<file path="src/rtl/control_pipeline_pkg.sv">
// Shared control-word types and encodings for the ID/EX/MEM/WB control pipeline.
// Each downstream stage carries only the control bits it or a later stage consumes.
package ctrl_pkg;

  localparam logic [1:0] ALUOP_ADD  = 2'd0;
  localparam logic [1:0] ALUOP_LUI  = 2'd1;
  localparam logic [1:0] ALUOP_FUNC = 2'd2;
  localparam logic [1:0] ALUOP_NOP  = 2'd3;

  localparam logic [1:0] FWD_RF  = 2'b00;
  localparam logic [1:0] FWD_MEM = 2'b10;
  localparam logic [1:0] FWD_WB  = 2'b01;

  typedef struct packed {
    logic [1:0] alu_op;
    logic       reg_write;
    logic       mem_to_reg;
    logic       mem_read;
    logic       mem_write;
    logic       branch;
    logic       alu_src;
  } ctrl_t;

  typedef struct packed {
    logic reg_write;
    logic mem_to_reg;
    logic mem_read;
    logic mem_write;
  } mem_ctrl_t;

  typedef struct packed {
    logic reg_write;
    logic mem_to_reg;
  } wb_ctrl_t;

  localparam ctrl_t CTRL_BUBBLE = '{ALUOP_NOP, 1'b0, 1'b0, 1'b0, 1'b0, 1'b0, 1'b0};
  localparam mem_ctrl_t MEM_BUBBLE = '{1'b0, 1'b0, 1'b0, 1'b0};
  localparam wb_ctrl_t WB_BUBBLE = '{1'b0, 1'b0};

endpackage

</file>
<file path="src/rtl/control_pipeline_if.sv">
// Bundle between the decoder/datapath and the control pipeline.
// The master side drives the decoded ID fields and the branch result.
interface control_pipeline_if #(
    parameter int REG_AW = 5,
    parameter int CNT_W  = 16
);
    logic [1:0]        ID_ALUOp;
    logic              ID_RegWrite, ID_MemtoReg, ID_MemRead, ID_MemWrite;
    logic              ID_Branch, ID_ALUSrc, ID_RegDst;
    logic [REG_AW-1:0] ID_Rs, ID_Rt, ID_Rd;
    logic              BranchTaken;

    logic [1:0]        EX_ALUOp;
    logic              EX_ALUSrc, EX_Branch;
    logic              MEM_MemRead, MEM_MemWrite;
    logic              WB_RegWrite, WB_MemtoReg;
    logic [REG_AW-1:0] WB_WriteReg;
    logic [1:0]        ForwardA, ForwardB;
    logic              PCWrite, IFIDWrite, FlushIFID;
    logic [CNT_W-1:0]  StallCount, FlushCount;

    modport master (
        output ID_ALUOp, ID_RegWrite, ID_MemtoReg, ID_MemRead, ID_MemWrite,
               ID_Branch, ID_ALUSrc, ID_RegDst, ID_Rs, ID_Rt, ID_Rd, BranchTaken,
        input  EX_ALUOp, EX_ALUSrc, EX_Branch, MEM_MemRead, MEM_MemWrite,
               WB_RegWrite, WB_MemtoReg, WB_WriteReg, ForwardA, ForwardB,
               PCWrite, IFIDWrite, FlushIFID, StallCount, FlushCount
    );

    modport slave (
        input  ID_ALUOp, ID_RegWrite, ID_MemtoReg, ID_MemRead, ID_MemWrite,
               ID_Branch, ID_ALUSrc, ID_RegDst, ID_Rs, ID_Rt, ID_Rd, BranchTaken,
        output EX_ALUOp, EX_ALUSrc, EX_Branch, MEM_MemRead, MEM_MemWrite,
               WB_RegWrite, WB_MemtoReg, WB_WriteReg, ForwardA, ForwardB,
               PCWrite, IFIDWrite, FlushIFID, StallCount, FlushCount
    );
endinterface

</file>
<file path="src/rtl/control_pipeline_forward_unit.sv">
// EX operand source select for one operand; the younger MEM result wins over WB.
// Register 0 is hard-wired, so writes to it are never forwarded.
module forward_unit
    import ctrl_pkg::*;
#(
    parameter int REG_AW = 5
) (
    input  logic [REG_AW-1:0] src,
    input  logic              mem_rw,
    input  logic [REG_AW-1:0] mem_wr,
    input  logic              wb_rw,
    input  logic [REG_AW-1:0] wb_wr,
    output logic [1:0]        sel
);
    always_comb begin
        // NOTE: default assigned first so every path drives sel and no latch is inferred.
        sel = FWD_RF;
        if (mem_rw && (mem_wr != '0) && (mem_wr == src)) begin
            sel = FWD_MEM;
        end else if (wb_rw && (wb_wr != '0) && (wb_wr == src)) begin
            sel = FWD_WB;
        end
    end
endmodule

</file>
<file path="src/rtl/control_pipeline.sv">
// Stages decoded control through EX/MEM/WB and owns load-use stall,
// taken-branch flush, EX forwarding selects and saturating event counters.
module control_pipeline
    import ctrl_pkg::*;
#(
    parameter int REG_AW = 5,
    parameter int CNT_W  = 16
) (
    input logic               Clk,
    input logic               Reset_n,
    control_pipeline_if.slave bus
);
    ctrl_t             id_ctrl, ex_ctrl;
    mem_ctrl_t         mem_ctrl;
    wb_ctrl_t          wb_ctrl;
    logic [REG_AW-1:0] id_wr, ex_wr, ex_rs, ex_rt, mem_wr, wb_wr;
    logic [CNT_W-1:0]  stall_cnt, flush_cnt;
    logic              load_use, flush;

    assign id_ctrl = '{alu_op:     bus.ID_ALUOp,
                       reg_write:  bus.ID_RegWrite,
                       mem_to_reg: bus.ID_MemtoReg,
                       mem_read:   bus.ID_MemRead,
                       mem_write:  bus.ID_MemWrite,
                       branch:     bus.ID_Branch,
                       alu_src:    bus.ID_ALUSrc};
    assign id_wr = bus.ID_RegDst ? bus.ID_Rd : bus.ID_Rt;

    // Rt is only a true source when the ALU takes it instead of the immediate.
    assign load_use = ex_ctrl.mem_read && (ex_wr != '0) &&
                      ((ex_wr == bus.ID_Rs) || (!bus.ID_ALUSrc && (ex_wr == bus.ID_Rt)));
    assign flush    = ex_ctrl.branch && bus.BranchTaken;

    always_ff @(posedge Clk or negedge Reset_n) begin
        if (!Reset_n) begin
            ex_ctrl <= CTRL_BUBBLE;
            ex_wr   <= '0;
            ex_rs   <= '0;
            ex_rt   <= '0;
        end else if (flush || load_use) begin
            ex_ctrl <= CTRL_BUBBLE;
            ex_wr   <= '0;
            ex_rs   <= '0;
            ex_rt   <= '0;
        end else begin
            // NOTE: non-blocking so every stage register samples its pre-edge source.
            ex_ctrl <= id_ctrl;
            ex_wr   <= id_wr;
            ex_rs   <= bus.ID_Rs;
            ex_rt   <= bus.ID_Rt;
        end
    end

    // MEM and WB always advance; a stall or flush only replaces what enters EX.
    always_ff @(posedge Clk or negedge Reset_n) begin
        if (!Reset_n) begin
            mem_ctrl <= MEM_BUBBLE;
            mem_wr   <= '0;
            wb_ctrl  <= WB_BUBBLE;
            wb_wr    <= '0;
        end else begin
            mem_ctrl <= '{reg_write:  ex_ctrl.reg_write,
                          mem_to_reg: ex_ctrl.mem_to_reg,
                          mem_read:   ex_ctrl.mem_read,
                          mem_write:  ex_ctrl.mem_write};
            mem_wr   <= ex_wr;
            wb_ctrl  <= '{reg_write:  mem_ctrl.reg_write,
                          mem_to_reg: mem_ctrl.mem_to_reg};
            wb_wr    <= mem_wr;
        end
    end

    // A flush squashes the dependent instruction too, so it is not also a stall.
    always_ff @(posedge Clk or negedge Reset_n) begin
        if (!Reset_n) begin
            stall_cnt <= '0;
            flush_cnt <= '0;
        end else if (flush) begin
            if (flush_cnt != '1) flush_cnt <= flush_cnt + 1'b1;
        end else if (load_use) begin
            if (stall_cnt != '1) stall_cnt <= stall_cnt + 1'b1;
        end
    end

    forward_unit #(.REG_AW(REG_AW)) u_fwd_a (
        .src    (ex_rs),
        .mem_rw (mem_ctrl.reg_write),
        .mem_wr (mem_wr),
        .wb_rw  (wb_ctrl.reg_write),
        .wb_wr  (wb_wr),
        .sel    (bus.ForwardA)
    );

    forward_unit #(.REG_AW(REG_AW)) u_fwd_b (
        .src    (ex_rt),
        .mem_rw (mem_ctrl.reg_write),
        .mem_wr (mem_wr),
        .wb_rw  (wb_ctrl.reg_write),
        .wb_wr  (wb_wr),
        .sel    (bus.ForwardB)
    );

    assign bus.EX_ALUOp     = ex_ctrl.alu_op;
    assign bus.EX_ALUSrc    = ex_ctrl.alu_src;
    assign bus.EX_Branch    = ex_ctrl.branch;
    assign bus.MEM_MemRead  = mem_ctrl.mem_read;
    assign bus.MEM_MemWrite = mem_ctrl.mem_write;
    assign bus.WB_RegWrite  = wb_ctrl.reg_write;
    assign bus.WB_MemtoReg  = wb_ctrl.mem_to_reg;
    assign bus.WB_WriteReg  = wb_wr;
    assign bus.PCWrite      = flush || !load_use;
    assign bus.IFIDWrite    = flush || !load_use;
    assign bus.FlushIFID    = flush;
    assign bus.StallCount   = stall_cnt;
    assign bus.FlushCount   = flush_cnt;
endmodule

</file>
<file path="src/flat_wrapper.sv">
// flat-port wrapper written by rule: the top's interface ports become plain ports
module control_pipeline_flat import ctrl_pkg::*;
#(
    parameter int REG_AW = 5,
    parameter int CNT_W  = 16
)
  (Clk, Reset_n, bus_ID_ALUOp, bus_ID_RegWrite, bus_ID_MemtoReg, bus_ID_MemRead, bus_ID_MemWrite, bus_ID_Branch, bus_ID_ALUSrc, bus_ID_RegDst, bus_ID_Rs, bus_ID_Rt, bus_ID_Rd, bus_BranchTaken, bus_EX_ALUOp, bus_EX_ALUSrc, bus_EX_Branch, bus_MEM_MemRead, bus_MEM_MemWrite, bus_WB_RegWrite, bus_WB_MemtoReg, bus_WB_WriteReg, bus_ForwardA, bus_ForwardB, bus_PCWrite, bus_IFIDWrite, bus_FlushIFID, bus_StallCount, bus_FlushCount);
  control_pipeline_if #(.REG_AW(REG_AW), .CNT_W(CNT_W)) bus_i ();
  input logic Clk;
  input logic Reset_n;
  input wire logic [$bits(bus_i.ID_ALUOp)-1:0] bus_ID_ALUOp;
  input wire logic [$bits(bus_i.ID_RegWrite)-1:0] bus_ID_RegWrite;
  input wire logic [$bits(bus_i.ID_MemtoReg)-1:0] bus_ID_MemtoReg;
  input wire logic [$bits(bus_i.ID_MemRead)-1:0] bus_ID_MemRead;
  input wire logic [$bits(bus_i.ID_MemWrite)-1:0] bus_ID_MemWrite;
  input wire logic [$bits(bus_i.ID_Branch)-1:0] bus_ID_Branch;
  input wire logic [$bits(bus_i.ID_ALUSrc)-1:0] bus_ID_ALUSrc;
  input wire logic [$bits(bus_i.ID_RegDst)-1:0] bus_ID_RegDst;
  input wire logic [$bits(bus_i.ID_Rs)-1:0] bus_ID_Rs;
  input wire logic [$bits(bus_i.ID_Rt)-1:0] bus_ID_Rt;
  input wire logic [$bits(bus_i.ID_Rd)-1:0] bus_ID_Rd;
  input wire logic [$bits(bus_i.BranchTaken)-1:0] bus_BranchTaken;
  output wire logic [$bits(bus_i.EX_ALUOp)-1:0] bus_EX_ALUOp;
  output wire logic [$bits(bus_i.EX_ALUSrc)-1:0] bus_EX_ALUSrc;
  output wire logic [$bits(bus_i.EX_Branch)-1:0] bus_EX_Branch;
  output wire logic [$bits(bus_i.MEM_MemRead)-1:0] bus_MEM_MemRead;
  output wire logic [$bits(bus_i.MEM_MemWrite)-1:0] bus_MEM_MemWrite;
  output wire logic [$bits(bus_i.WB_RegWrite)-1:0] bus_WB_RegWrite;
  output wire logic [$bits(bus_i.WB_MemtoReg)-1:0] bus_WB_MemtoReg;
  output wire logic [$bits(bus_i.WB_WriteReg)-1:0] bus_WB_WriteReg;
  output wire logic [$bits(bus_i.ForwardA)-1:0] bus_ForwardA;
  output wire logic [$bits(bus_i.ForwardB)-1:0] bus_ForwardB;
  output wire logic [$bits(bus_i.PCWrite)-1:0] bus_PCWrite;
  output wire logic [$bits(bus_i.IFIDWrite)-1:0] bus_IFIDWrite;
  output wire logic [$bits(bus_i.FlushIFID)-1:0] bus_FlushIFID;
  output wire logic [$bits(bus_i.StallCount)-1:0] bus_StallCount;
  output wire logic [$bits(bus_i.FlushCount)-1:0] bus_FlushCount;
  assign bus_i.ID_ALUOp = bus_ID_ALUOp;
  assign bus_i.ID_RegWrite = bus_ID_RegWrite;
  assign bus_i.ID_MemtoReg = bus_ID_MemtoReg;
  assign bus_i.ID_MemRead = bus_ID_MemRead;
  assign bus_i.ID_MemWrite = bus_ID_MemWrite;
  assign bus_i.ID_Branch = bus_ID_Branch;
  assign bus_i.ID_ALUSrc = bus_ID_ALUSrc;
  assign bus_i.ID_RegDst = bus_ID_RegDst;
  assign bus_i.ID_Rs = bus_ID_Rs;
  assign bus_i.ID_Rt = bus_ID_Rt;
  assign bus_i.ID_Rd = bus_ID_Rd;
  assign bus_i.BranchTaken = bus_BranchTaken;
  assign bus_EX_ALUOp = bus_i.EX_ALUOp;
  assign bus_EX_ALUSrc = bus_i.EX_ALUSrc;
  assign bus_EX_Branch = bus_i.EX_Branch;
  assign bus_MEM_MemRead = bus_i.MEM_MemRead;
  assign bus_MEM_MemWrite = bus_i.MEM_MemWrite;
  assign bus_WB_RegWrite = bus_i.WB_RegWrite;
  assign bus_WB_MemtoReg = bus_i.WB_MemtoReg;
  assign bus_WB_WriteReg = bus_i.WB_WriteReg;
  assign bus_ForwardA = bus_i.ForwardA;
  assign bus_ForwardB = bus_i.ForwardB;
  assign bus_PCWrite = bus_i.PCWrite;
  assign bus_IFIDWrite = bus_i.IFIDWrite;
  assign bus_FlushIFID = bus_i.FlushIFID;
  assign bus_StallCount = bus_i.StallCount;
  assign bus_FlushCount = bus_i.FlushCount;
  control_pipeline #(.REG_AW(REG_AW), .CNT_W(CNT_W)) u_core (.Clk(Clk), .Reset_n(Reset_n), .bus(bus_i));
endmodule
</file>
<file path="config.mk">
export PLATFORM = sky130hd
export DESIGN_NAME = control_pipeline_flat
export DESIGN_NICKNAME = d
export VERILOG_FILES = /design/src/rtl/control_pipeline_pkg.sv /design/src/rtl/control_pipeline_if.sv /design/src/rtl/control_pipeline_forward_unit.sv /design/src/rtl/control_pipeline.sv /design/src/flat_wrapper.sv
export SDC_FILE = /design/constraint.sdc
export NUM_CORES = 1
export LEC_CHECK = 0
export CAP_MARGIN = 20
export CORE_UTILIZATION = 45
export DETAILED_ROUTE_END_ITERATION = 6
export GPL_TIMING_DRIVEN = 1
export PLACE_DENSITY = 0.74
export SLEW_MARGIN = 20
export SYNTH_ARGS = -nofsm -noshare
export SYNTH_HDL_FRONTEND = slang
export SYNTH_SLANG_ARGS = --single-unit
</file>
<file path="constraint.sdc">
create_clock -name Clk -period 4.6 [get_ports Clk]
set_input_delay 0.92 -clock Clk [delete_from_list [all_inputs] [get_ports Clk]]
set_output_delay 0.92 -clock Clk [all_outputs]
set_load 0.02 [all_outputs]
</file>
[Word level (Yosys, flattened, before mapping)]
Cells that the tools add are included.
W data, S select, Z words.
Storage, ports and cells
  register bits: 71
  input port bits: 27
  output and inout port bits: 52
  logic and storage cells: 60
Cells by class
  $add $sub $neg: 2
  eq/ne operators: 8
  mux-type cells: 9
  bitwise operators: 1
  reductions and logical operators: 20
Operator list (count)
  $add A16 B1 Y16 const B: 2
  $ne A16 B16 Y1 const B: 2
  $eq A5 B5 Y1: 6
  $mux W5: 4
  $reduce_bool A5 Y1: 3
  $logic_and A1 B1 Y1: 10
  $mux W8: 1
  $mux W2: 2
  $logic_or A1 B1 Y1: 3
  $reduce_and A3 Y1: 1
  $logic_not A1 Y1: 2
  $mux W1: 2
  $reduce_and A2 Y1: 1
  $not A1 Y1: 1

[Logic depth before layout (Yosys ltp)]
Gate-level depths: netlist of run 1.
  depth after elaboration: 6
  mapped depth: 6
  mapped depth without buffers: 6

[Modules after synthesis]
From an unflattened synthesis of run 1, not the netlist that was laid out.
Second synthesis, totals
  cells, all modules: 260
  area total of the unflattened synthesis: 3124.2 sq um
Modules (own cells, without submodules)
  control_pipeline: instances 1, cells each 220, area an instance 2821.5 sq um, sequential area each 1779.2 sq um
  forward_unit: instances 2, cells each 20, area an instance 151.4 sq um, sequential area each 0.0 sq um

[Worst setup path after synthesis of run 1]
OpenSTA, ideal clock, no wires.
  kind: input -> output
  start point: input bus_ID_Rt[2]
  end point: output bus_PCWrite
  data arrival time: 2.277 ns
  data required time: 3.680 ns
  setup slack: 1.403 ns
  stages on the path: 6
  path buffers: 2
  cell sequence: xnor2_1 nand4_1 o32ai_4 buf_4 nand3_1 buf_4
Between the ends
  word-level cells in the longest chain between the ends: 6
Ends and longest elaborated chain
  from (decl): RTL line flat_wrapper.sv:20  | input wire logic [$bits(bus_i.ID_Rt)-1:0] bus_ID_Rt;
  $eq A5 B5 Y1: RTL line control_pipeline.sv:31  | ((ex_wr == bus.ID_Rs) || (!bus.ID_ALUSrc && (ex_wr == bus.ID_Rt)));
  $logic_and A1 B1 Y1: RTL line control_pipeline.sv:31
  $logic_or A1 B1 Y1: RTL line control_pipeline.sv:31
  $logic_and A1 B1 Y1: RTL line control_pipeline.sv:30  | assign load_use = ex_ctrl.mem_read && (ex_wr != '0) &&
  $logic_not A1 Y1
  $logic_or A1 B1 Y1
  to (decl): RTL line flat_wrapper.sv:33  | output wire logic [$bits(bus_i.PCWrite)-1:0] bus_PCWrite;
No other way between the ends.

[Final worst setup path of run 1]
  start point: input bus_ID_Rt[2]
  end point: output bus_IFIDWrite
Between the ends
  word-level cells in the longest chain between the ends: 6
Ends and longest elaborated chain
  $eq A5 B5 Y1: RTL line control_pipeline.sv:31
  $logic_and A1 B1 Y1: RTL line control_pipeline.sv:31
  $logic_or A1 B1 Y1: RTL line control_pipeline.sv:31
  $logic_and A1 B1 Y1: RTL line control_pipeline.sv:30
  $logic_not A1 Y1: RTL line control_pipeline.sv:112  | assign bus.IFIDWrite = flush || !load_use;
  $logic_or A1 B1 Y1: RTL line control_pipeline.sv:112
  to (decl): RTL line flat_wrapper.sv:34  | output wire logic [$bits(bus_i.IFIDWrite)-1:0] bus_IFIDWrite;
No other way between the ends.

==> reports/results.txt, run 1 <==
Global routing finished with a remaining overflow of 0. For the number of setup violations in the final report, the log shows 0. For the net switching component of the power, the log shows 0.0004453 W. Startpoint-to-endpoint class of the critical path: input pin to output port. The sequential group share of total power is 48.1%. The detailed-route wire length was 6425 µm. The synthesized design contains 71 register bits. Yosys mapped the design onto 37 distinct sky130hd cell types. TritonCTS built the clock tree. The net count of the finished layout is 378. When the netlist entered floorplanning its net count stood at 294.

The mean area per synthesized cell was 12.01 µm². STA classifies the critical path startpoint as an input pin. The worst slack after detailed placement is 897.3 ps, and the height of the chip is 86.11 µm. In the post-synthesis netlist, the biggest area contributors are dfrtp_1 54%, xnor2_1 9.6%, xor2_1 6.3%. Of the total power, the share spent switching nets is 28.27%.

The signed area change from the synthesized netlist to the final layout is 33.37%. The maximum fanout along the worst path is 3, and the total leakage power is 1.808 nW. After clock tree synthesis, the repair step resized 0 gates.

The path class of the lowest-slack min-delay path is flip-flop to flip-flop. The first-pass detailed-route iteration total was 4; the number of slew-limit violations in the final report was 0. The routability congestion estimate from global placement came out at 0.8348. The share of cells above drive strength 1 was 8.475%. The filler cells instantiated in the layout total 601.

The die covers 0.007414 mm². The total power per unit cell area was 371.0 mW/mm². The logs give 897.7 ps for the minimum setup slack in the final design and 71 for the clock sink count. The total area inside the core boundary comes to 0.006832 mm².

Data on the critical path arrives at its endpoint at 2780 ps. Entering global routing, the biggest net connects 40 pins. Setup repair after global routing left no endpoint under its margin. For the worst flop-to-flop path, the logic depth is 5. The detail route stage leaves a number of antenna-violating nets equal to 0.

From left edge to right edge, the die measures 86.11 µm. Counting instances, the worst hold path has a depth of 0. Clock skew on the completed layout was measured at 7.140 ps. Via count of the first global-routing pass: 2246. The share of total power dissipated in combinational logic is 20.0%. The worst pin sits at a relative slew slack of 51.41%. For the pin with the worst max-slew slack, the measured transition is 728.8 ps. The number of setup buffers added after CTS is 0. After the first detailed-routing iteration, the DRC count stood at 83. After synthesis, the largest area contributor takes up 54.25% of total cell area.

STA classifies the critical path endpoint as an output port. Across the run, the number of max-cap violations was 0. The run finished with clean final reports. Including well taps, the total number of placed cells is 434.

The number of antenna violations at the first check in global routing is 0, and the synthesized instance count is 265. In this run, CTS created clock tree buffers numbering 9. The logs give 0.2024 mV for the maximum vdd ir drop and 55.90% for the portion of the post-synthesis area used by sequential elements.

Dividing the detail-routed wire length by the instance count gives 14.28 µm. After floorplanning, the core was divided into 30 placement rows. The later pin in the worst-skew pair is clocked with a latency of 340 ps.

Port buffering added 78 buffers. The logs give 4771 µm for the detailed placement HPWL and 31.9% for the clock network fraction of design power. Once the floorplan was initialized, standard cells occupied 46.59% of the core. Hold repair after CTS inserted 0 buffers. The count of endpoints failing hold in the final timing report is 0.

The cell chosen for the clock root was clkbuf_8. The sum of internal, switching and leakage power is 0.001575 W, and the CTS H-tree depth is 3. In this run the count of I/O pins placed on the die edge is 79. The summed negative setup slack over all endpoints was 0 ps.

Counting along the longest clock path gives a buffer depth of 2. The number of inserted diodes is 0, and the final cycle utilization of the critical path is 80.49%. The cell area that synthesis handed to floorplanning was 0.003183 mm².

The post-CTS clock slew at the launch and capture registers of the worst setup and hold paths was 70 ps. The tools report the minimum hold slack as 349.7 ps. For the worst setup path, the data required time is 3680 ps.

Derived from the worst setup path, the maximum achievable clock frequency is 0.2701 GHz. The minimum clock period after layout is 3702 ps. The count of placed standard cells in the final layout, fillers left out was 450.

Via count normalized by instance count: 5.000. For this block, the via count after detailed routing is 2250. The first global-routing pass estimated 11050 µm of wire. For this run, design rule violations remaining after detail routing come to 0. The biggest area consumer among synthesized cells is dfrtp_1. Cell internal power was estimated by the tool at 0.001130 W.

Global routing consumed, over all layers together, 19.63% of the routing resources. For the count of yosys warnings during synthesis, the log shows 0.
[flip-flops by register name, summed over array words and instances, names as in the netlist, 2 cells and up]
name / flops
u_core.bus.WB_WriteReg: 5
u_core.bus.FlushCount: 16
u_core.ex_rt: 5
u_core.bus.StallCount: 16
u_core.ex_rs: 5
u_core.ex_ctrl: 4
u_core.mem_wr: 5
u_core.ex_wr: 5
u_core.mem_ctrl: 2
u_core.bus.EX_ALUOp: 2
[Yosys cell counts, drive strengths merged]
cell type / n
a211oi: 1
a21oi: 3
a311oi: 1
a31oi: 1
and2: 18
and2b: 4
and3: 10
and4: 2
buf: 7
dfrtp: 69
dfstp: 2
ha: 2
inv: 5
mux2: 3
mux2i: 5
nand2: 11
nand2b: 2
nand3: 18
nand4: 11
nand4b: 1
nor2: 6
nor2b: 2
nor3: 5
nor3b: 2
nor4: 5
o21ai: 4
o32ai: 1
or3: 1
or4: 5
xnor2: 35
xor2: 23
[area by class of cell]
class | count | area, µm² | share of cell area [%]
Tap cell | 96 | 120.1 | 2.829
Multi-Input combinational cell | 182 | 1329 | 31.30
Clock buffer | 11 | 151.4 | 3.566
Sequential cell | 71 | 1779 | 41.91
Inverter | 5 | 18.77 | 0.4421
Timing Repair Buffer | 80 | 790.8 | 18.63
Clock inverter | 5 | 56.30 | 1.326
[cell usage in the layout (no fill, tap or decap), types with 2 or more instances in the layout]
cell              n
nor2_1            6
dfstp_2           2
or4_1             4
and3_1           10
buf_4             2
nand2b_1          2
xor2_1           23
clkdlybuf4s50_1  77
clkinv_2          2
mux2_2            3
nor2b_1           2
and2b_1           4
nand3_1          18
nand2_1          11
nor3_1            5
ha_1              2
nand4_1          11
dfrtp_1          69
nor3b_1           2
and2_1           18
nor4_1            5
mux2i_1           5
inv_1             4
o21ai_0           3
clkbuf_8         11
and4_1            2
xnor2_1          35
a21oi_1           2
[worst paths after layout]
kind / start / to / slack (ps)
hold reg to reg: u_core.ex_ctrl[4] / u_core.mem_ctrl[2] / 350
setup reg to reg: u_core.ex_wr[0] / u_core.ex_rs[1] / 2560
setup / recovery: bus_ID_Rt[2] / bus_IFIDWrite / 900
max in group asynchronous: Reset_n / u_core.ex_rt[1] / 3020
hold / removal: u_core.ex_ctrl[4] / u_core.mem_ctrl[2] / 350
min in group asynchronous: Reset_n / u_core.bus.StallCount[1] / 630
[power groups by stage]
| stage | Clock [W] | Combinational [W] | Sequential (W) |
|---|---|---|---|
| floorplan | 0 | 0.000127 | 0.000802 |
| global placement | 0 | 0.000314 | 0.000766 |
| detailed placement | 0 | 0.000318 | 0.000770 |
| CTS | 0.000518 | 0.000320 | 0.000758 |
| global route | 0.000549 | 0.000344 | 0.000767 |
| finish | 0.000503 | 0.000315 | 0.000757 |
[worst max-delay path: stages]
cell	delay (ps)
clkdlybuf4s50_1	510
xnor2_1	140
nand4_1	160
o32ai_4	310
nand3_1	170
clkdlybuf4s50_1	570
[cell families (layout without fill, tap and decap cells)]
group                      after synthesis  after routing  synth area share [%]
and+or+nand+nor                        103            103                 18.79
DFF                                     71             71                 55.90
xor gates and xnor gates                58             58                 15.96
buffers and inverters                   12            101                 2.358
AOI/OAI and AO/OA                       11             11                 3.577
muxes                                    8              8                 2.634
adders and majority gates                2              2                0.7860
[layer usage]
layer / routed length (µm) / global-route usage, % / share of wire, %
met1: 2912 / 26.48 / 45
met2: 3064 / 30.81 / 48
met5: 0 / 0 / 0
met4: 119 / 8.182 / 1.9
met3: 329 / 4.235 / 5.1
[per-stage QoR]
stage               utilization (%)  cell area [µm²]
finish                        62.14             4245
global route                  62.14             4245
CTS                           62.14             4245
detailed placement            59.10             4038
global placement              59.10             4038
floorplan                         -             3183
Note: power is estimated with default switching activity, not from simulation.
==> run 2, diff against run 1 <==
==> constraint.sdc (replaced) <==
create_clock -name Clk -period 3.6 [get_ports Clk]
set_input_delay 0.72 -clock Clk [delete_from_list [all_inputs] [get_ports Clk]]
set_output_delay 0.72 -clock Clk [all_outputs]
set_load 0.02 [all_outputs]
==> run 2 against run 1 <==
Against the previous run: sequential share of layout area about the same; die area unchanged; combinational power increased by 29%; first-iteration DRC count increased by 7.2%; critical endpoint is now bus_ForwardB[0]; final cell count unchanged; final area decreased by 0.12%; utilization decreased by 0.073 points; non-clock buffer count increased by 1.
==> reports/results.txt, run 2 (synthesized netlist as in run 1, its figures left out) <==
The initial core utilization was 46.59% (unchanged); the cell count after placement was 435 (+0.23%). The number of top-level design ports is 79 (unchanged). The count of endpoints failing hold in the final timing report was 0 (unchanged).

The maximum vdd ir drop was 0.2846 mV (+41%); the minimum clock period after layout was 3319 ps. Number of buffers created by CTS: 9 (unchanged). Cell chosen for the clock root: clkbuf_8. The area enclosed by the die boundary was 0.007414 mm² (unchanged). By instance count, the cell type seen most on the critical path is nor4_1. The tools report the worst flop-to-flop path startpoint as u_core.ex_wr[0].

The reg-to-reg setup timing slack is 1580 ps (-980 ps). The final cycle utilization of the critical path is 92.20%, and the first-pass detailed-route iteration total is 4 (unchanged). The logs give 4890 µm (+2.5%) for the detailed placement HPWL and 0 (unchanged) for the number of gates resized after cts.

The critical path in this run is classified as flip-flop to output port. Leaving out fill and tap cells, the most frequent cells in the layout are 77 x clkdlybuf4s50_1, 69 x dfrtp_1, 35 x xnor2_1, 23 x xor2_1. Compared with the post-synthesis result, the final layout area differs by 33.22%. The tools report the startpoint type of the worst setup path as a flip-flop.

The largest stage delay on the critical path came out at 650 ps (+80 ps). Number of setup buffers added after CTS: 0 (unchanged). The run finished with clean final reports. The tools report the area taken by multi-input logic gates as 0.001329 mm² (unchanged).

The tools report the first-pass GRT wire length as 10930 µm (-1.1%). The share of cells above drive strength 1 came out at 8.475% (unchanged). Routability congestion estimate from global placement: 0.8251 (-1.2%). The run gives 49.27% (-2.1 points) as the headroom to the max-slew limit.

TritonCTS built the clock tree. The CTS H-tree depth was 3 (unchanged). The worst hold path terminates at u_core.mem_ctrl[3].

The tools report the floorplan row count as 30 (unchanged). The height of the chip was 86.11 µm (unchanged). Traced cell by cell, the critical path runs through or4_1 -> o21ai_0 -> nor4_1 -> nor4_1 -> clkdlybuf4s50_1. The die extent in x was 86.11 µm (unchanged); the total leakage power was 1.806 nW (about the same). Setup repair after global routing left no endpoint under its margin. The path class of the lowest-slack min-delay path was flip-flop to flip-flop.

The detailed-route wire length is 6484 µm (+0.92%), and the detailed-route DRC error count is 0 (unchanged). The family with the most delay on the worst path is simple AND/OR/NAND/NOR gates. The number of setup violations in the final report came out at 0 (unchanged).

Slowest cell on the critical path: clkdlybuf4s50_1. For the clock sink count, the log shows 71 (unchanged). The buffering stage count on the worst path with inverters included is 1 (-1), and the sum of overflow across all layers after global routing is 0 (unchanged). The largest buffer count on any clock path is 2 (unchanged), and the via count normalized by instance count is 4.973 (-0.53%).

The count of hold-fix buffers inserted at cts came out at 0 (unchanged). The leading cell type in the layout, fill and taps excluded was clkdlybuf4s50_1. The number of antenna violations at the first check in global routing came out at 0 (unchanged). Area inside the core boundary: 0.006832 mm² (unchanged). The required arrival time at the worst endpoint came out at 2880 ps (-800 ps). The number of slew-limit violations in the final report was 0 (unchanged). The count of filler cells inserted in the layout is 595 (-1.0%), and the count of placed standard cells in the final layout, fillers left out is 450 (unchanged).

The area of all sequential standard cells is 0.001779 mm² (unchanged), and the number of maximum-capacitance violations is 0 (unchanged). The maximum operating frequency came out at 0.3013 GHz. The setup skew after layout was 7.146 ps (+0.006390 ps); the routed length per placed instance was 14.41 µm (+0.92%). The total power per unit cell area came out at 458.1 mW/mm² (+23%). The number of cells traversed by the worst register-to-register path is 5 (unchanged), and the cell count of the worst hold path is 0 (unchanged). The run gives 330 ps (about the same) as the clock network latency to the later pin of the worst-skew pair.

The endpoint identified for the worst register-to-register timing path is u_core.ex_rt[0]. Transition at the pin with the smallest max-transition slack: 760.9 ps (+32.14 ps). The maximum fanout along the worst path came out at 4 (+1). The global routing usage summed across all routing layers was 19.43% (-0.20 points).

Number of inserted diodes: 0 (unchanged). In this run the most critical hold path is launched from u_core.ex_ctrl[5]. The number of design-rule violations left by the first detailed-router iteration came out at 89 (+7.2%).

Via count of the first global-routing pass: 2254 (+0.36%). The run gives 379 (+0.26%) as the final layout net count. For the total number of vias, the log shows 2238 (-0.53%). The endpoint type of the worst setup path is an output port.

Maximum number of pins on one net before global-route repair: 40 (unchanged). The run gives 0 (unchanged) as the residual antenna-violating net count after detailed routing. The number of port buffers works out to 78 (unchanged). Post-CTS clock slew at the launch and capture registers of the worst setup and hold paths: 70 ps (about the same). The critical path arrival is 2600 ps (-180 ps), and the summed negative setup slack over all endpoints is 0 ps (unchanged).
run 2: cell types whose count changed in the layout (fill, tap and decap cells not counted), sizes merged:
cell	delta
clkinv	-1
bufinv	-1
clkbuf	+1
buf	+1
run 2: report_power, final:
group	internal [W]	leakage [nW]	total, W	switching [W]
Sequential	0.000878	0.908	0.000966	0.0000874
Combinational	0.000213	0.804	0.000407	0.000194
Clock	0.000300	0.0942	0.000569	0.000269
run 2: metal layers:
layer	wire length, µm	global-route usage, %	vias to the layer above
met5	0	0	-
met4	113	7.879	0
met1	2972	25.95	1093
li1	-	-	1075
met3	280	4.139	10
met2	3118	30.95	60
run 2: worst max path at each step:
stage                          start              end  cells past startpoint
CTS                 u_core.mem_wr[0]  bus_ForwardB[0]                      5
global route        u_core.mem_wr[0]  bus_ForwardB[0]                      5
floorplan               bus_ID_Rt[2]      bus_PCWrite                      6
detailed placement      bus_ID_Rt[0]      bus_PCWrite                      6
global placement        bus_ID_Rt[2]      bus_PCWrite                      6
finish              u_core.mem_wr[0]  bus_ForwardB[0]                      5
run 2: layout make-up:
class | count | share of cell area, %
Sequential cell | 71 | 41.96
Tap cell | 96 | 2.833
Multi-Input combinational cell | 182 | 31.34
Clock inverter | 3 | 0.4131
Clock buffer | 12 | 3.895
Inverter | 5 | 0.4426
Timing Repair Buffer | 81 | 19.12
run 2: per-stage QoR:
step | area (µm²) | hold slack (ps) | total power, W | setup slack [ps] | utilization, %
6_report | 4240 | 350.1 | 0.001942 | 280.6 | 62.07
5_1_grt | 4240 | 354.2 | 0.002058 | 130.6 | 62.07
4_1_cts | 4240 | 352.6 | 0.001969 | 232.3 | 62.07
3_5_place_dp | 4058 | 337.2 | 0.001393 | 303.1 | 59.40
3_3_place_gp | 4058 | 332.5 | 0.001383 | 327.2 | 59.40
2_1_floorplan | 3183 | 331.2 | 0.001186 | 803.3 | -
